### src/rtl/fall_tick_generator.sv
// Fall-step tick generator: a speed-scaled prescaler paces per-column step pulses,
// and columns 2 and 3 are launched after a fixed number of column-1 steps.
module fall_tick_generator #(
  parameter int DIV    = 5000000,
  parameter int DELAY2 = 30,
  parameter int DELAY3 = 60
) (
  input  logic       clock,
  input  logic       reset_n,
  input  logic       restart,
  input  logic [2:0] game_over,
  input  logic [1:0] speed,
  output logic [2:0] step,
  output logic [2:0] active,
  output logic [1:0] state
);

  localparam int PW = $clog2(DIV + 1);
  localparam int CW = $clog2(DELAY3 + 1);

  typedef enum logic [1:0] {
    IDLE = 2'b00,
    RUN  = 2'b01,
    HALT = 2'b10
  } state_t;

  state_t          r_state;
  logic [PW-1:0]   r_presc;
  logic [PW-1:0]   r_div_eff;
  logic [CW-1:0]   r_cnt;
  logic [2:0]      r_step;
  logic [2:0]      r_active;

  logic            w_wrap;
  logic            w_valid_state;
  logic [CW-1:0]   w_cnt_next;

  // A shift that would leave a zero period is clamped to one cycle.
  function automatic logic [PW-1:0] div_for(input logic [1:0] s);
    logic [PW-1:0] d;
    d = PW'(DIV >> s);
    return (d == '0) ? PW'(1) : d;
  endfunction

  function automatic logic [CW-1:0] sat_inc(input logic [CW-1:0] c);
    return (c == CW'(DELAY3)) ? c : c + CW'(1);
  endfunction

  assign w_wrap        = (r_presc == r_div_eff - PW'(1));
  assign w_cnt_next    = sat_inc(r_cnt);
  assign w_valid_state = (r_state == IDLE) || (r_state == RUN) || (r_state == HALT);

  always_ff @(posedge clock or negedge reset_n) begin
    if (!reset_n) begin
      r_state   <= IDLE;
      r_presc   <= '0;
      r_div_eff <= div_for(2'b00);
      r_cnt     <= '0;
      r_step    <= '0;
      r_active  <= '0;
    end else begin
      r_step <= '0;
      // Restart takes priority over game_over and over any wrap due this edge.
      if (restart && w_valid_state) begin
        r_state   <= RUN;
        r_presc   <= '0;
        r_cnt     <= '0;
        r_active  <= 3'b001;
        r_div_eff <= div_for(speed);
      end else begin
        case (r_state)
          IDLE: begin
            r_presc  <= '0;
            r_cnt    <= '0;
            r_active <= '0;
          end
          RUN: begin
            if (|game_over) begin
              r_state <= HALT;
            end else if (w_wrap) begin
              r_presc   <= '0;
              r_step    <= r_active;
              r_cnt     <= w_cnt_next;
              r_div_eff <= div_for(speed);
              if (w_cnt_next == CW'(DELAY2)) r_active[1] <= 1'b1;
              if (w_cnt_next == CW'(DELAY3)) r_active[2] <= 1'b1;
            end else begin
              r_presc <= r_presc + PW'(1);
            end
          end
          HALT: begin
          end
          default: begin
            r_state  <= IDLE;
            r_presc  <= '0;
            r_cnt    <= '0;
            r_active <= '0;
          end
        endcase
      end
    end
  end

  assign step   = r_step;
  assign active = r_active;
  assign state  = r_state;

endmodule

### config.mk
export PLATFORM = sky130hd
export DESIGN_NAME = fall_tick_generator
export DESIGN_NICKNAME = d
export VERILOG_FILES = /design/src/rtl/fall_tick_generator.sv
export SDC_FILE = /design/constraint.sdc
export NUM_CORES = 1
export LEC_CHECK = 0
export BUFFER_PORTS_ARGS = -buffer_cell sky130_fd_sc_hd__buf_2
export CAP_MARGIN = 20
export CORE_UTILIZATION = 50
export DETAILED_ROUTE_END_ITERATION = 7
export GPL_TIMING_DRIVEN = 0
export PLACE_DENSITY_LB_ADDON = 0.3
export SYNTH_ARGS = -nofsm -noshare
export SYNTH_HDL_FRONTEND = slang
export SYNTH_SLANG_ARGS = --single-unit
export TNS_END_PERCENT = 10
### constraint.sdc
create_clock -name clock -period 8.6 [get_ports clock]
set_clock_uncertainty 0.15 [all_clocks]
set_input_delay 0.86 -clock clock [delete_from_list [all_inputs] [get_ports clock]]
set_output_delay 0.86 -clock clock [all_outputs]
set_load 0.005 [all_outputs]
==> flow_summary_export.csv <==
group,metric,value,unit
power,powerDensity,198.8,nW/um2
cells_and_area,seqCellArea,1259,um2
placement,placed_cells,438,
logic_synthesis,synth.net_count,369,
routing,vias_per_cell,5.731,
logic_synthesis,yosysUniqueCellTypes,53,
power,irDropWorstVdd,0.1150,mV
min_path,hp-class,"reg2reg",
floorplanning,start_util,0.5172,
floorplanning,num_rows,29,
cts,cts-root-buf,"clkbuf_8",
cells_and_area,diodes,0,
cells_and_area,drive_gt1_frac,0.1463,
cells_and_area,nets,392,
routing,wl_met3,223,um
routing,met2_length,3149,um
setup_path,path_class,"reg2reg",
routing,routed_wl,6957,um
placement,place_congestion,0.9273,
cts,cts.path.max_buffers,2,
routing,drtIter0Drc,138,
floorplanning,die_y,83.05,um
logic_synthesis,async_flop_share,1.000,
timing,hold_slack,0.3624,ns
routing,route.detailed.drc,0,
global_routing,grt_pass1_wl,12300,um
logic_synthesis,yosysTopAreaCellShare,0.3352,
cts,cts_tree,"yes",
setup_path,cp_max_fo,10,
flow_run,drv_cap,0,
cells_and_area,finalNonFillerCells,446,
logic_synthesis,syn_inst,345,
floorplanning,die_area,6897,um2
timing,worst_pin_slew,0.6113,ns
timing,post-route-period-util,0.3851,
timing,finalHoldViolCount,0,
logic_synthesis,synth_area_leaders,"dfrtp_1, ha_1, xnor2_1",
cts,ctsHtreeMaxLevel,2,
cts,cts.sinks,50,
routing,ant_nets,0,
cells_and_area,final_common_cell,"dfrtp_1",
global_routing,grtUsageTotal,0.2193,
cells_and_area,multiInputGateArea,1868,um2
timing,slew_viol_final,0,
routing,highest_layer,"met4",
floorplanning,fp.dieW,83.05,um
routing,wire_per_inst,15.60,um
logic_synthesis,ys_seq_area_frac,0.3832,
cells_and_area,area_growth,8.609,%
logic_synthesis,syn_area,3284,um2
setup_path,cp.required,8.62,ns
timing,setup_tns,0,ns
power,power,0.0007093,W
cells_and_area,utilization,0.5618,
cells_and_area,nFillCells,548,
logic_synthesis,ys_ff_latch,50,
routing,wl_met1,3474,um
placement,port_buffers,15,
cts,cts_buffers,5,
setup_path,startpoint_type,"flop",
timing,max_freq,301.9,MHz
global_routing,grt_max_degree,28,
cts,post_cts_buffers,0,
routing,vias,2556,
cells_and_area,final_cell_mix,"dfrtp_1, nor2_1, nand2_1",
logic_synthesis,yosysTopAreaCell,"dfrtp_1",
routing,firstDrtPassIters,4,
logic_synthesis,yosys_warnings,0,
cts,clkSlewWorstSetupHoldPaths,0.09,ns
timing,slew_headroom,0.5909,
logic_synthesis,synthFlopType,"dfrtp_1",
power,p_leak,1.578,nW
global_routing,grt_antenna_before_repair,0,
logic_synthesis,syn_avg_cell_area,9.520,um2
global_routing,gr-total-overflow,0,
global_routing,grt_pass1_vias,2507,
cts,cts_resized,0,
placement,place_hpwl,5135,um
timing,rsz0062_at_grt,"false",
cts,clock_latency,0.30,ns
timing,setup_violations,0,
run_status,outcome,"completed",
floorplanning,top_level_ports,16,
logic_synthesis,synth-edff-count,0,
floorplanning,coreArea,6350,um2
cts,postCtsHoldBufs,0,
timing,fin_crit,3.312,ns
setup_path,crit_arrival,3.33,ns
setup_path,endpoint_kind,"flop",
==> path summary, 6_finish.rpt <==
check	start	to	slack, ns	depth (start not counted)
setup / recovery	r_div_eff[21]	r_cnt[3]	5.29	11
hold / removal	active[0]	active[0]	0.36	2
setup reg to reg	r_div_eff[21]	r_cnt[3]	5.29	11
hold reg to reg	active[0]	active[0]	0.36	2
max in group asynchronous	reset_n	r_div_eff[18]	7.30	2
min in group asynchronous	reset_n	r_div_eff[21]	0.38	1
==> sequential cells by signal, indices dropped and copies added (netlist names) <==
name       count
r_presc       23
r_div_eff     13
r_cnt          6
active         3
step           3
state          2
==> cell type report <==
class / count / share of cell area
Multi-Input combinational cell: 263 / 0.5237
Sequential cell: 50 / 0.3529
Tap cell: 77 / 0.02701
Timing Repair Buffer: 16 / 0.02666
Buffer: 15 / 0.02631
Clock buffer: 7 / 0.02420
Inverter: 17 / 0.01789
Clock inverter: 1 / 0.001403
==> report_power, final <==
part / internal [W] / switching, W
Sequential: 0.000264 / 0.0000270
Combinational: 0.000108 / 0.000166
Clock: 0.0000651 / 0.0000783
Total: 0.000438 / 0.000272
==> layer usage <==
layer,vias up,global-route usage
li1,1257,-
met1,1244,0.3235
met2,42,0.3361
met3,13,0.02883
met4,0,0.06583
met5,-,0
==> synth_stat cells (2+ instances only) <==
library cell and number:
o21ai_1 3, a21oi_1 6, buf_2 2, mux2_4 6, xnor2_1 21, nor3b_1 2, dfrtp_1 44, o31ai_1 8
dfstp_2 6, inv_1 17, mux2i_1 6, a22o_1 7, nand2_1 23, nor3_2 2, and2_1 7, and3_1 12
a211oi_1 2, nor2_1 35, nand2b_1 2, clkbuf_1 7, ha_1 16, a21boi_0 2, nand3_1 13, o21ai_0 5
nor3_1 17, nor4b_1 2, a31oi_1 4, xor2_1 19, mux2_2 4, nor4_1 2, and4_1 2, nand4_1 11
buf_6 4, nor2b_1 7
==> cells by family after synthesis <==
group,synth area share
flops,0.3832
xor+xnor,0.1067
simple gates,0.2377
buf+inv,0.04800
compound gates,0.1040
fa+ha+maj,0.06095
mux,0.05943
==> per-stage QoR <==
step	setup slack (ns)	area, um2
2_1_floorplan	5.696	3284
3_3_place_gp	5.243	3456
3_5_place_dp	5.218	3476
4_1_cts	5.321	3567
5_1_grt	4.974	3567
6_report	5.288	3567
==> worst max-delay path, cell delays in order (launching register included) <==
cell and delay [ns]:
dfrtp_1 0.37, clkbuf_1 0.24, nor3_1 0.55, nand3_1 0.25, mux2i_1 0.17, o22a_1 0.20, a2111oi_0 0.25, and4b_2 0.35
buf_6 0.16, buf_6 0.15, nor4b_1 0.24, nor3_1 0.09
(Power assumes the default switching activity.)
